### src/rtl/cordic_pkg.sv
// cordic_pkg: FSM state encoding plus elaboration-time helpers that build the
// atan(2^-i)/pi table and the reciprocal CORDIC gain using integer math only.
package cordic_pkg;

  typedef enum logic [2:0] {
    ST_IDLE,
    ST_PREROT,
    ST_ITER,
    ST_GAIN,
    ST_DONE
  } state_e;

  // round(2^28 / pi)
  localparam longint INV_PI_Q28 = 64'sd85445659;

  // atan(2^-i)/pi scaled by 2^(w-1), via the arctan series evaluated in Q34.
  function automatic longint atan_entry(input int i, input int w);
    longint s;
    longint term;
    int     sh;
    if (i == 0) return longint'(1) <<< (w - 3);
    s = 0;
    for (int k = 0; k < 24; k++) begin
      sh = i * (2 * k + 1);
      if (sh <= 34) begin
        term = (longint'(1) <<< (34 - sh)) / longint'(2 * k + 1);
        s    = (k % 2 == 0) ? s + term : s - term;
      end
    end
    s = s * INV_PI_Q28;
    return (s + (longint'(1) <<< (61 - (w - 1)))) >>> (62 - (w - 1));
  endfunction

  // round(2^(w-1) / K), K = prod sqrt(1 + 2^-2i); 1/K comes from an integer sqrt of 1/K^2.
  function automatic longint gain_comp(input int iters, input int w);
    longint k2;
    longint v;
    longint r;
    longint t;
    k2 = longint'(1) <<< 30;
    for (int i = 0; i < iters; i++) k2 = k2 + (k2 >>> (2 * i));
    v = ((longint'(1) <<< 60) / k2) <<< 30;
    r = 0;
    for (int b = 30; b >= 0; b--) begin
      t = r | (longint'(1) <<< b);
      if (t * t <= v) r = t;
    end
    return ((r <<< (w - 1)) + (longint'(1) <<< 29)) >>> 30;
  endfunction

endpackage

### src/rtl/cordic_atan_rom.sv
// cordic_atan_rom: constant atan(2^-i)/pi lookup, W-bit two's complement in units of pi.
module cordic_atan_rom
  import cordic_pkg::*;
#(
  parameter int W     = 16,
  parameter int DEPTH = 14,
  parameter int IDX_W = 4
) (
  input  logic [IDX_W-1:0]    idx,
  output logic signed [W-1:0] angle
);

  logic signed [W-1:0] rom [2**IDX_W];

  // Entries past the last iteration are padded so the index never leaves the table.
  for (genvar g = 0; g < 2**IDX_W; g++) begin : g_rom
    if (g < DEPTH) begin : g_used
      assign rom[g] = W'(atan_entry(g, W));
    end else begin : g_pad
      assign rom[g] = '0;
    end
  end

  assign angle = rom[idx];

endmodule

### src/rtl/cordic_vectoring_iter.sv
// cordic_vectoring_iter: iterative CORDIC vectoring unit, one micro-rotation per clock.
// Define CORDIC_GAIN_COMP_EN to add a GAIN state that divides out the CORDIC gain.
module cordic_vectoring_iter
  import cordic_pkg::*;
#(
  parameter int  N_INT          = 0,
  parameter int  N_FRAC         = -15,
  parameter int  ITERATIONS     = 14,
  parameter int  USE_SATURATION = 1,
  localparam int W              = N_INT - N_FRAC + 1
) (
  input  logic                clk_i,
  input  logic                rst_i,
  input  logic                start_i,
  input  logic signed [W-1:0] X_i,
  input  logic signed [W-1:0] Y_i,
  output logic                ready_o,
  output logic                valid_o,
  output logic signed [W+1:0] mag_o,
  output logic signed [W-1:0] angle_o
);

  localparam int XW    = W + 2;
  localparam int CNT_W = $clog2(W + 2);
  localparam logic [CNT_W-1:0] LAST_IT = CNT_W'(ITERATIONS - 1);
  localparam logic [CNT_W-1:0] SH_MAX  = CNT_W'(W + 1);

  function automatic logic signed [XW-1:0] add_sat(input logic signed [XW-1:0] a,
                                                   input logic signed [XW-1:0] b,
                                                   input logic             sub);
    logic signed [XW:0] s;
    s = sub ? ({a[XW-1], a} - {b[XW-1], b}) : ({a[XW-1], a} + {b[XW-1], b});
    if (USE_SATURATION != 0 && s[XW] != s[XW-1])
      return s[XW] ? {1'b1, {(XW-1){1'b0}}} : {1'b0, {(XW-1){1'b1}}};
    return s[XW-1:0];
  endfunction

`ifdef CORDIC_GAIN_COMP_EN
  localparam logic signed [XW-1:0] GAIN_K = XW'(gain_comp(ITERATIONS, W));

  function automatic logic signed [XW-1:0] round_gain(input logic signed [XW-1:0] a);
    logic signed [2*XW-1:0] p;
    p = (2*XW)'(a) * (2*XW)'(GAIN_K);
    p = p + ((2*XW)'(1) <<< (W - 2));
    return XW'(p >>> (W - 1));
  endfunction
`endif

  state_e                state;
  logic [CNT_W-1:0]      cnt;
  logic [CNT_W-1:0]      sh;
  logic signed [XW-1:0]  x_q, y_q, xs, ys, x_nxt, y_nxt;
  logic signed [W-1:0]   z_q, z_nxt, atan;
  logic                  zero_q;

  cordic_atan_rom #(
    .W    (W),
    .DEPTH(ITERATIONS),
    .IDX_W(CNT_W)
  ) u_atan_rom (
    .idx  (cnt),
    .angle(atan)
  );

  // One micro-rotation; Z wraps modulo 2 naturally in W bits.
  always_comb begin
    sh = (cnt > SH_MAX) ? SH_MAX : cnt;
    xs = x_q >>> sh;
    ys = y_q >>> sh;
    if (y_q[XW-1]) begin
      x_nxt = add_sat(x_q, ys, 1'b1);
      y_nxt = add_sat(y_q, xs, 1'b0);
      z_nxt = z_q - atan;
    end else begin
      x_nxt = add_sat(x_q, ys, 1'b0);
      y_nxt = add_sat(y_q, xs, 1'b1);
      z_nxt = z_q + atan;
    end
  end

  always_ff @(posedge clk_i) begin
    if (rst_i) begin
      state   <= ST_IDLE;
      ready_o <= 1'b1;
      valid_o <= 1'b0;
      cnt     <= '0;
      x_q     <= '0;
      y_q     <= '0;
      z_q     <= '0;
      zero_q  <= 1'b0;
      mag_o   <= '0;
      angle_o <= '0;
    end else begin
      valid_o <= 1'b0;
      case (state)
        ST_IDLE: begin
          if (start_i) begin
            x_q     <= XW'(X_i);
            y_q     <= XW'(Y_i);
            zero_q  <= (X_i == '0) && (Y_i == '0);
            ready_o <= 1'b0;
            state   <= ST_PREROT;
          end
        end
        ST_PREROT: begin
          // Fold the left half-plane onto the right and start Z at -pi.
          if (x_q[XW-1]) begin
            x_q <= -x_q;
            y_q <= -y_q;
            z_q <= {1'b1, {(W-1){1'b0}}};
          end else begin
            z_q <= '0;
          end
          cnt   <= '0;
          state <= ST_ITER;
        end
        ST_ITER: begin
          x_q <= x_nxt;
          y_q <= y_nxt;
          z_q <= z_nxt;
          cnt <= cnt + CNT_W'(1);
          if (cnt == LAST_IT) begin
`ifdef CORDIC_GAIN_COMP_EN
            state <= ST_GAIN;
`else
            state <= ST_DONE;
`endif
          end
        end
`ifdef CORDIC_GAIN_COMP_EN
        ST_GAIN: begin
          x_q   <= round_gain(x_q);
          state <= ST_DONE;
        end
`endif
        ST_DONE: begin
          // A zero vector has no defined phase; report it as zero.
          valid_o <= 1'b1;
          mag_o   <= zero_q ? '0 : x_q;
          angle_o <= zero_q ? '0 : z_q;
          ready_o <= 1'b1;
          state   <= ST_IDLE;
        end
        default: begin
          ready_o <= 1'b1;
          state   <= ST_IDLE;
        end
      endcase
    end
  end

endmodule

### config.mk
export PLATFORM = sky130hd
export DESIGN_NAME = cordic_vectoring_iter
export DESIGN_NICKNAME = d
export VERILOG_FILES = /design/src/rtl/cordic_pkg.sv /design/src/rtl/cordic_atan_rom.sv /design/src/rtl/cordic_vectoring_iter.sv
export SDC_FILE = /design/constraint.sdc
export NUM_CORES = 1
export LEC_CHECK = 0
export CAP_MARGIN = 20
export CORE_AREA = 2 2 153 305
export DETAILED_ROUTE_END_ITERATION = 10
export DIE_AREA = 0 0 155 307
export GPL_TIMING_DRIVEN = 1
export HOLD_SLACK_MARGIN = 0.05
export PLACE_DENSITY = 0.42
export SLEW_MARGIN = 25
export SYNTH_ARGS = -nofsm -noshare
export SYNTH_HDL_FRONTEND = slang
export SYNTH_SLANG_ARGS = --single-unit
### constraint.sdc
create_clock -name clk_i -period 7.3 [get_ports clk_i]
set_clock_uncertainty 0.15 [all_clocks]
set_input_delay 0.73 -clock clk_i [delete_from_list [all_inputs] [get_ports clk_i]]
set_output_delay 0.73 -clock clk_i [all_outputs]
set_load 0.02 [all_outputs]
## Word level (Yosys, flattened, before mapping)

Memory sizes are Yosys's and may differ from the RTL's.
Cells that the tools add are included.

- Memories kept: 1
- Bits in registers: 97
- Memory bits (read-only): 512

- $add $sub $neg: 9
- Shift operators: 2
- Equal/unequal tests: 11
- Magnitude comparators: 2
- Muxes and demuxes: 43
- Bitwise gates (word level): 2
- Reductions and logical operators: 12

Memory list:

| name | words | bits a word | rd ports | clocked after Yosys merged registers in | wr ports | RTL line | text |
|---|---|---|---|---|---|---|---|
| (name not given) | 32 | 16 | 1 | 0 | 0 | cordic_atan_rom.sv:24 | `assign angle = rom[idx];` |

Operators with widths:

| kind | number |
|---|---|
| $mux W18 | 19 |
| $pmux W18 S3 | 2 |
| $mux W16 | 5 |
| $add A18 B18 Y19 | 2 |
| $sub A18 B18 Y19 | 2 |
| $neg A18 Y18 | 2 |
| $sshr A18 B5 Y18 | 2 |
| $logic_not A16 Y1 | 2 |
| $pmux W16 S2 | 1 |
| $add A16 B16 Y16 | 1 |
| $sub A16 B16 Y16 | 1 |
| $mux W1 | 10 |
| $pmux W5 S2 | 1 |
| $pmux W3 S3 | 1 |
| $reduce_and A2 Y1 | 4 |
| $ge A6 B6 Y1 const B | 1 |
| $mux W3 | 2 |
| $ne A2 B2 Y1 const B | 3 |
| $not A5 Y6 | 1 |
| $add A5 B1 Y5 const B | 1 |
| $eq A5 B4 Y1 const B | 1 |
| $gt A5 B5 Y1 const B | 1 |
| $mux W5 | 1 |
| $ne A1 B1 Y1 | 4 |
| other kinds (11) | 11 |

## Logic depth before layout (Yosys ltp)

- Depth in word-level cells: 10
- Depth in mapped cells: 28
- Mapped depth without buffers: 23

## Hierarchy

A second synthesis with hierarchy kept.

- Cell total of the unflattened synthesis: 1628
- Area, all modules: 11990.2 um^2

Modules (own cells, without submodules):

| module | area an instance (um^2) | seq. area each (um^2) | times used | cells each |
|---|---|---|---|---|
| cordic_vectoring_iter | 11629.9 | 1941.9 | 1 | 1574 |
| cordic_atan_rom | 360.3 | 0.0 | 1 | 54 |

## Worst setup path after synthesis

OpenSTA, ideal clock, no wires.

- Kind: reg-to-reg
- From: register cnt[1]
- To: register y_q[13]
- Arrival time: 5.449 ns
- Required time: 7.021 ns
- Clock period less this slack: 5.729 ns
- Setup slack: 1.571 ns
- Cell stages (with the launch flop): 26
- Library setup time: 0.129 ns
- Path through: dfxtp_1 clkbuf_1 inv_1 ha_1 nand2b_1 o21ai_0 and2_1 clkbuf_1 clkbuf_1 mux2i_1 mux2i_1 mux2_2 o211ai_1 o21ai_0 ha_1 fa_1 a211oi_1 o211ai_1 a311oi_1 o31ai_1 o311a_1 a211oi_1 buf_2 a31oi_1 a22oi_1 o22ai_1

- Cells in the longest elaborated chain, start to end: 10
- Elaborated cells between the ends (all ways): 19
- Classes of those cells: add/sub: 2; order compare: 1; eq/ne: 2; shift: 1; mux: 13

Ends and longest elaborated chain:

| element | RTL line | text |
|---|---|---|
| start, declared | cordic_vectoring_iter.sv:50 | `logic [CNT_W-1:0] cnt;` |
| start signal, assigned | cordic_vectoring_iter.sv:121 | `cnt <= cnt + CNT_W'(1);` |
| $gt A5 B5 Y1 | cordic_vectoring_iter.sv:67 | `sh = (cnt > SH_MAX) ? SH_MAX : cnt;` |
| $mux W5 * | cordic_vectoring_iter.sv:67 |  |
| $sshr A18 B5 Y18 * | cordic_vectoring_iter.sv:68 | `xs = x_q >>> sh;` |
| $sub A18 B18 Y19 or $add A18 B18 Y19 (tied branches) | -- |  |
| $ne A1 B1 Y1 | cordic_vectoring_iter.sv:33 | `if (USE_SATURATION != 0 && s[XW] != s[XW-1])` |
| $mux W1 | cordic_vectoring_iter.sv:33 |  |
| $mux W1 | cordic_vectoring_iter.sv:70 | `if (y_q[XW-1]) begin` |
| $mux W18 | cordic_vectoring_iter.sv:35 | `return s[XW-1:0];` |
| $mux W18 * | cordic_vectoring_iter.sv:70 |  |
| $pmux W18 S3 * | cordic_vectoring_iter.sv:95 | `case (state)` |
| end signal, assigned | cordic_vectoring_iter.sv:99 | `y_q <= XW'(Y_i);` |
| end signal, assigned | cordic_vectoring_iter.sv:109 | `y_q <= -y_q;` |
| end signal, assigned | cordic_vectoring_iter.sv:119 | `y_q <= y_nxt;` |
| end, declared | cordic_vectoring_iter.sv:52 | `logic signed [XW-1:0] x_q, y_q, xs, ys, x_nxt, y_nxt;` |

Every way passes the cells marked *; elsewhere a longest branch is shown, timed or not. The select of a mux whose other input is x is not followed.
A chain may end at the register's enable or synchronous reset.

## Worst setup path after layout

- From: register cnt[0]
- To: register y_q[13]

Same word-level chain as after synthesis.

==> reports/metrics.yaml <==
synthDominantAreaCellType: "dfxtp_1"
grt_use_met3_pct: 1.85
setup_viol: 0
nNetsFinal: 1746
max-vdd-ir-drop_mv: 0.120
dp_hpwl_mm: 36.5
cts_hold_buffers: 0
routedWlPerCell_um: 21.6
post-synth-top-count-cell: "nor2_1"
first_iter_violations: 841
total_leakage_power_nw: 5.32
total_negative_setup_slack_ps: 0
setup.worst_path.start_class: "flop"
cell_area_reported_after_detailed_placement_mm2: 0.0130
area_contributors_post_synth: "dfxtp_1, ha_1, a21oi_1"
netlist_area_pre_place_mm2: 0.0117
drt-vias-per-instance: 5.51
synth-edff-count: 0
netlist-cell-type-count: 79
max_cap_violations: 0
clock_power_share_pct: 16.9
outcome: "finished clean"
antenna_cells: 0
setup.worst_path.end_class: "flop"
fillCellCount: 4993
synth_sequential_area_ratio_pct: 16.6
setup_slack_ps: 529
vias: 11980
layout_min_cycle_time_ps: 6770
grt.met1_usage_pct: 26.3
gr-total-overflow: 0
postSynth.topFlopCell: "dfxtp_1"
worst_skew_pair.late_latency_ps: 380
cts_root_buf: "clkbuf_16"
most_used_standard_cells_in_the_synthesized_netlist: "nor2_1, a21oi_1, nand2_1, ha_1, dfxtp_1"
global_route.peak_usage_layer: "met2"
floorplan.io_pins: 71
synth_seq_cells: 97
grt.met2_usage_pct: 33.0
dp_cells: 2160
ys_async_sr_fraction_pct: 0
critPathKind: "reg2reg"
tightest_slew_ps: 1250
grt_setup_unrepaired: "no"
areal_power_density_over_the_cells_mw_per_mm2: 249
internal_power_w: 0.00170
port_buffers: 70
timing.final.crit_share_pct: 92.8
gp_congestion: 0.913
layout_stage_area_growth_over_the_synthesis_result_pct: 14.1
rows: 111
final_routed_drc_violation_total: 0
grt_antenna_before_repair: 1
antenna_left: 0
timing.critical_path.required_ps: 7380
stdcell_count: 2176
htreeDepth: 3
grt_start_max_net_pins: 69
grt_first_pass_wirelength_mm: 71.8
hp-class: "reg2reg"
postSynthCellCount: 1597
drtPass1Iterations: 6
hold_ws_ps: 327
max_clock_freq_ghz: 0.148
clk_transition_reported_paths_ps: 80
p_comb_share_pct: 62.0
ys.warnings.count: 0
max-slew-margin-rel_pct: 15.7
power_switching_w: 0.00161
dieArea_mm2: 0.0476
grt_overall_usage_pct: 19.5
pwr-share-seq_pct: 21.1
netSwitchingFraction_pct: 48.7
post-synth-top-area-fraction_pct: 16.6
worst-r2r-setup-slack_ps: 530
initial_core_util_pct: 25.7
number_of_pins_exceeding_their_max_slew_limit_in_the_final_report: 0
core_outline_area_mm2: 0.0454
synthesis.area_per_instance_um2: 7.31
cts-buffers-inserted: 9
die_height_um: 307
crit_path_max_fanout: 30
tritoncts: "built"
grt_pass1_vias: 11507
postSynthNetCount: 1737
design_area_mm2: 0.0133
deepest_clock_path_buffer_count: 2
layout-drive-gt1-share_pct: 6.46
timing.critical_path.arrival_ps: 6850
die_width_um: 155
tritoncts_num_sinks: 97
route.final.wire_length_mm: 47.1
final_hold_violation_count: 0
preCtsSetupSlack_ps: 562
==> critical path, cell delays in order, from the launching register on <==
cell      delay (ps)
dfxtp_1          570
ha_1             370
nand2b_1         120
o21ai_0          400
and2_1           220
buf_6            280
mux2i_1          310
mux2i_1          140
mux2_2           300
o211ai_1         150
o21ai_0          170
ha_1             270
fa_1             440
a211oi_1         410
o211ai_1         190
a311oi_1         450
o31ai_1          240
o311a_1          380
a211oi_1         350
buf_4            200
a31oi_1           80
a22oi_1          290
o22ai_1          140
==> per-stage QoR <==
step,utilization (%),power [W]
after floorplan,-,0.00214
after global placement,28.6,0.00277
after detailed placement,28.6,0.00274
after CTS,29.3,0.00332
after global routing,29.3,0.00356
final,29.3,0.00331
==> sequential cells by signal (all words and copies together) (netlist names) <==
signal,cells
mag_o,18
x_q,18
y_q,18
angle_o,16
z_q,16
cnt,5
state,3
ready_o,1
valid_o,1
zero_q,1
==> layout make-up <==
type / count / area (µm²) / area share (%)
flip-flops and latches: 97 / 1940 / 14.6
well taps: 565 / 707 / 5.31
clock inverters: 4 / 73.8 / 0.555
multi-input cells: 1307 / 9030 / 67.8
repair buffers: 110 / 1000 / 7.51
inverters: 81 / 304 / 2.28
clock buffers: 12 / 256 / 1.93
==> final timing paths <==
kind / start / to / cells past startpoint
hold reg to reg: angle_o[9] / angle_o[9] / 1
setup reg to reg: cnt[0] / y_q[13] / 22
setup / recovery: cnt[0] / y_q[13] / 22
hold / removal: angle_o[9] / angle_o[9] / 1
==> placed cells by master (no fill, tap or decap), drive strengths merged, types with 10 or more instances in the layout <==
cell type,n
mux2,12
a211oi,35
nor2b,27
o21ai,67
a22o,35
nand2,112
o21bai,18
a31oi,16
clkbuf,12
o211ai,24
nand4,14
a21boi,10
mux2i,60
nor2,179
clkdlybuf4s50,69
a21o,31
o21a,14
nand2b,23
a22oi,10
xor2,22
o31ai,17
nor4,20
buf,41
nor3,47
or2,10
a221oi,21
dfxtp,97
a21oi,137
o221ai,13
and3,18
and2,15
inv,80
xnor2,57
ha,100
nand3,28
==> metal layers <==
metal	vias up	routed length, µm
li1	5853	-
met4	0	1100
met5	-	0
met2	330	22600
met1	5748	21500
met3	49	1870
==> timing repair <==
| action | in CTS | in global routing |
|---|---|---|
| setup buffers | 0 | 0 |
| endpoints found under the setup margin | 0 | 1 |
| gates resized for setup | 0 | 1 |
==> power groups by stage <==
stage	logic (W)	clock network, W	registers, W
after floorplan	0.00150	0	0.000631
after global placement	0.00206	0	0.000710
after detailed placement	0.00203	0	0.000709
after CTS	0.00205	0.000576	0.000695
after global routing	0.00226	0.000591	0.000705
final	0.00205	0.000558	0.000698
==> logic make-up after synthesis <==
logic type | share of synthesized area [%]
AND/OR/NAND/NOR | 21.9
buffers and inverters | 6.40
multiplexers | 7.08
adder cells (fa/ha/maj) | 11.7
flip-flops | 16.6
XOR/XNOR | 5.93
AO/OA/AOI/OAI | 30.4
(Power assumes the default switching activity.)
==> patch 1 (same settings) <==
The option `CORDIC_GAIN_COMP_EN` is turned on by a define.
--- a/src/rtl/cordic_vectoring_iter.sv
+++ b/src/rtl/cordic_vectoring_iter.sv
@@ -1,4 +1,6 @@
 // cordic_vectoring_iter: iterative CORDIC vectoring unit, one micro-rotation per clock.
 // Define CORDIC_GAIN_COMP_EN to add a GAIN state that divides out the CORDIC gain.
+`define CORDIC_GAIN_COMP_EN
+
 module cordic_vectoring_iter
   import cordic_pkg::*;
Function: same outputs for any inputs over 10 cycles, from zero or initial values and one cycle with rst_i high; that may be too few to reach the edited logic, so the function may still have changed.
==> patch 1 against the unedited design <==
Synthesized cell count grew 48%; worst hold slack gained 0.0024 ns; cell area grew 51%; non-clock buffer count grew 30; routed wire length grew 38%; sequential cell count is the same; worst setup slack lost 0.25 ns; synthesized area grew 57%.
Power is not shown: default switching activity piles up to over one toggle a cycle in this logic, so the estimate is an artifact.
==> patch 1: results (changes against the unedited design) <==
Netlist cell types=118 (+49%); DR iter-0 viols=892 (+6.1%); Worst Setup SP=x_q[15]$_SDFFE_PP0P_; Critical Path End=x_q[15]$_SDFFE_PP0P_; post-detail-place hpwl=52400 um (+43%); nets=2773 (+59%); mean number of vias per cell=5.75 (+4.4%); R2R Path Start=x_q[15]$_SDFFE_PP0P_; R2R Setup Slk=0.28 ns (-0.25 ns); Syn Nets=2746 (+58%); Critical Path AT=7.13 ns (+0.28 ns); XOR/XNOR share of the synthesized area=5.20% (-0.73 points); sequential area share after synthesis=10.6% (-6.0 points); Final Wtd Congestion=0.884 (-3.1%); synth cell count leaders=inv_1 (336), ha_1 (218), nor2_1 (200); top cells by area in the synthesized netlist=ha_1 (15%), fa_1 (14%), dfxtp_1 (11%), inv_1 (6.9%), a21oi_1 (5.2%); cell class contributing the biggest share of worst-path delay=adder cells; CP max stage cell=fa_1; status=complete, no violations; initial antenna violation count=0 (-1); largest net degree at the start of global routing=51 (-26%); Crit Path Max Fanout=9 (-70%); mux share of post-synthesis cell area=3.57% (-3.5 points); slowest stage delay, CP=0.54 ns (-0.03 ns); overall global routing resource usage=27.3% (+7.8 points); Rel. slew slack=32.0% (+16 points); layout cell share with drive strength beyond 1=7.29% (+0.84 points); first-pass GRT wire length=100000 um (+40%); # fillers=4753 (-4.8%); Pre-Repair DR Iteration Count=7 (+1); Max Buffers Root-to-Sink=2 (unchanged); Synth Area in Compound Gates=24.8% (-5.6 points); synthesized-area fraction occupied by adder cells=28.7% (+17 points); vias in the first global route=16700 (+45%)
-- patch 1: per-stage QoR --
step / cells / worst slack (ns) / area [um2] / utilization [%]
floorplan: 2368 / 0.773 / 18300 / -
global placement: 2944 / 0.164 / 19600 / 43.3
detailed placement: 2944 / 0.137 / 19600 / 43.3
CTS: 2959 / 0.0932 / 20000 / 43.9
global route: 2964 / 0.0146 / 20000 / 44.1
finish: 2964 / 0.282 / 20000 / 44.1
-- patch 1: timing repair --
action / in CTS / in global routing
endpoints found under the setup margin: 0 / 3
resized for setup: 0 / 6
setup buffers: 0 / 4
-- patch 1: cell families (layout without fill, tap and decap cells) --
logic type,Yosys count,after routing
muxes,63,63
AOI/OAI and AO/OA,665,665
DFF,97,97
and+or+nand+nor,630,630
buffers and inverters,461,492
xor gates and xnor gates,107,107
adders and majority gates,345,345
-- patch 1: how the worst min path moves through the flow --
stage | from | to | depth (start not counted)
3_5_place_dp | mag_o[17]$_SDFFE_PP0P_ | mag_o[17]$_SDFFE_PP0P_ | 1
6_report | mag_o[6]$_SDFFE_PP0P_ | mag_o[6]$_SDFFE_PP0P_ | 1
2_1_floorplan | z_q[14]$_SDFFE_PP0N_ | z_q[14]$_SDFFE_PP0N_ | 2
4_1_cts | mag_o[0]$_SDFFE_PP0P_ | mag_o[0]$_SDFFE_PP0P_ | 1
5_1_grt | angle_o[9]$_SDFFE_PP0P_ | angle_o[9]$_SDFFE_PP0P_ | 1
3_3_place_gp | angle_o[4]$_SDFFE_PP0P_ | angle_o[4]$_SDFFE_PP0P_ | 1
-- patch 1: final cells by class --
| class | count | area (um2) | share of cell area, % |
|---|---|---|---|
| multi-input combinational | 1810 | 14600 | 72.7 |
| sequential | 97 | 1940 | 9.70 |
| inverter | 337 | 1260 | 6.31 |
| timing repair buffer | 140 | 1240 | 6.19 |
| tap | 565 | 707 | 3.53 |
| clock buffer | 9 | 225 | 1.12 |
| clock inverter | 6 | 90.1 | 0.450 |
-- patch 1: layer usage --
metal	GRT usage (%)	share of wire, %
met5	0	0
met4	7.75	2.6
met3	2.45	4.0
met2	46.4	49
met1	36.8	45
==> patch 2 (same settings) <==
Without the edit above. Re-encode `state_e` (5 states) as Gray code, 3 bits wide.
--- a/src/rtl/cordic_pkg.sv
+++ b/src/rtl/cordic_pkg.sv
@@ -4,9 +4,9 @@
 
   typedef enum logic [2:0] {
-    ST_IDLE,
-    ST_PREROT,
-    ST_ITER,
-    ST_GAIN,
-    ST_DONE
+    ST_IDLE   = 3'b000,
+    ST_PREROT = 3'b001,
+    ST_ITER   = 3'b011,
+    ST_GAIN   = 3'b010,
+    ST_DONE   = 3'b110
   } state_e;
 
Behaviour: same outputs for any inputs over 10 cycles, from zero or initial values and one cycle with rst_i high; not proved beyond that.
==> patch 2 against the unedited design <==
Worst setup slack better by 0.12 ns; routed wire length increased by 3.0%; sequential share of layout area is 0.13 points higher; power shrank 22%; sequential cell count did not move; synthesized area shrank 0.40%; cell area fell by 0.88%; first-iteration DRC count up 22%; non-clock buffer count decreased by 6; critical path type unchanged.
==> patch 2: results (changes against the unedited design) <==
nets=1722 (-1.4%); pre-CTS setup slack=0.575 ns (+0.0131 ns); Leak=5.18 nW (-2.6%); Avg Inst Size Synth=7.38 um2 (+0.99%); cell count after placement=2136 (-1.1%); Reg power frac=25.4% (+4.3 points); grt met1 use=24.3% (-1.9 points); Crit Path Max Fanout=22 (-27%); sequential group power=0.656 mW (-6.0%); met3 WL post-DR=2320 um (+24%); cell class contributing the biggest share of worst-path delay=compound AO/OA/AOI/OAI gates; met2 wire length=24300 um (+7.2%); Critical Path AT=6.79 ns (-0.06 ns); sequential area share after synthesis=16.7% (+0.066 points); Rel. slew slack=34.1% (+18 points); worst setup margin=0.653 ns (+0.124 ns); synth cell count leaders=nor2_1 (148), a21oi_1 (118), nand2_1 (115); ant diodes=0 (unchanged); Hold Slack=0.329 ns (+0.00249 ns); FF-to-FF path depth=22 (unchanged); mean number of vias per cell=5.57 (+1.1%); Hold EP=mag_o[5]$_SDFFE_PP0P_; initial antenna violation count=0 (-1); vias in the first global route=11800 (+2.4%); Pre-Repair DR Iteration Count=5 (-1); post-detail-place hpwl=38200 um (+4.5%); routed wire length=48500 um (+3.0%); grt met2 use=35.6% (+2.6 points); Post-DP Area=0.0129 mm2 (-0.63%); Internal Power=1.36 mW (-20%); H-tree levels=3 (unchanged); # fillers=4931 (-1.2%); DR WL/cell=22.5 um (+4.1%); top cells by area in the synthesized netlist=dfxtp_1 (17%), ha_1 (11%), mux2i_1 (5.3%), a21oi_1 (5.1%), nor2_1 (4.8%); met3 Use GR=2.44% (+0.59 points); first-pass GRT wire length=73300 um (+2.0%); CP max stage cell=and2_2; clk pwr=0.490 mW (-12%); Worst IR Drop VDD=0.108 mV (-10%); layout cell share with drive strength beyond 1=6.24% (-0.22 points); Critical R2R Capture=x_q[4]$_SDFFE_PP0P_; Max Buffers Root-to-Sink=2 (unchanged); Final Wtd Congestion=0.899 (-1.6%); overall global routing resource usage=20.1% (+0.55 points); Netlist cell types=87 (+10%); status=complete, no violations; DR iter-0 viols=1030 (+22%); Final Hold Viols=0 (unchanged); hold path startpoint=mag_o[5]$_SDFFE_PP0P_; largest net degree at the start of global routing=59 (-14%); met1 WL=20100 um (-6.6%)
-- patch 2: cell count changes after synthesis, moves of 10 or more --
cell	unedited run	this run
a21o_1	31	21
a21oi_1	137	118
nor2_1	179	148
o21ai_0	64	106
nand3_1	27	17
nor3_1	47	57
inv_1	77	95
-- patch 2: final cells by class --
cell class	instances	area, um2	share of cell area, %
Tap cell	565	707	5.36
Clock inverter	5	47.5	0.360
Timing Repair Buffer	104	963	7.30
Clock buffer	11	243	1.84
Sequential cell	97	1940	14.7
Multi-Input combinational cell	1273	8930	67.7
Inverter	97	364	2.76
-- patch 2: kinds of logic (layout without fill, tap and decap cells) --
family                   Yosys count  count (layout)  share of synthesized area (%)
AO/OA/AOI/OAI                    538             538                           32.1
XOR/XNOR                          80              80                           6.09
adder cells (fa/ha/maj)          105             105                           11.6
buffers and inverters            205             217                           6.90
flip-flops                        97              97                           16.7
multiplexers                      74              74                           7.10
AND/OR/NAND/NOR                  476             476                           19.5
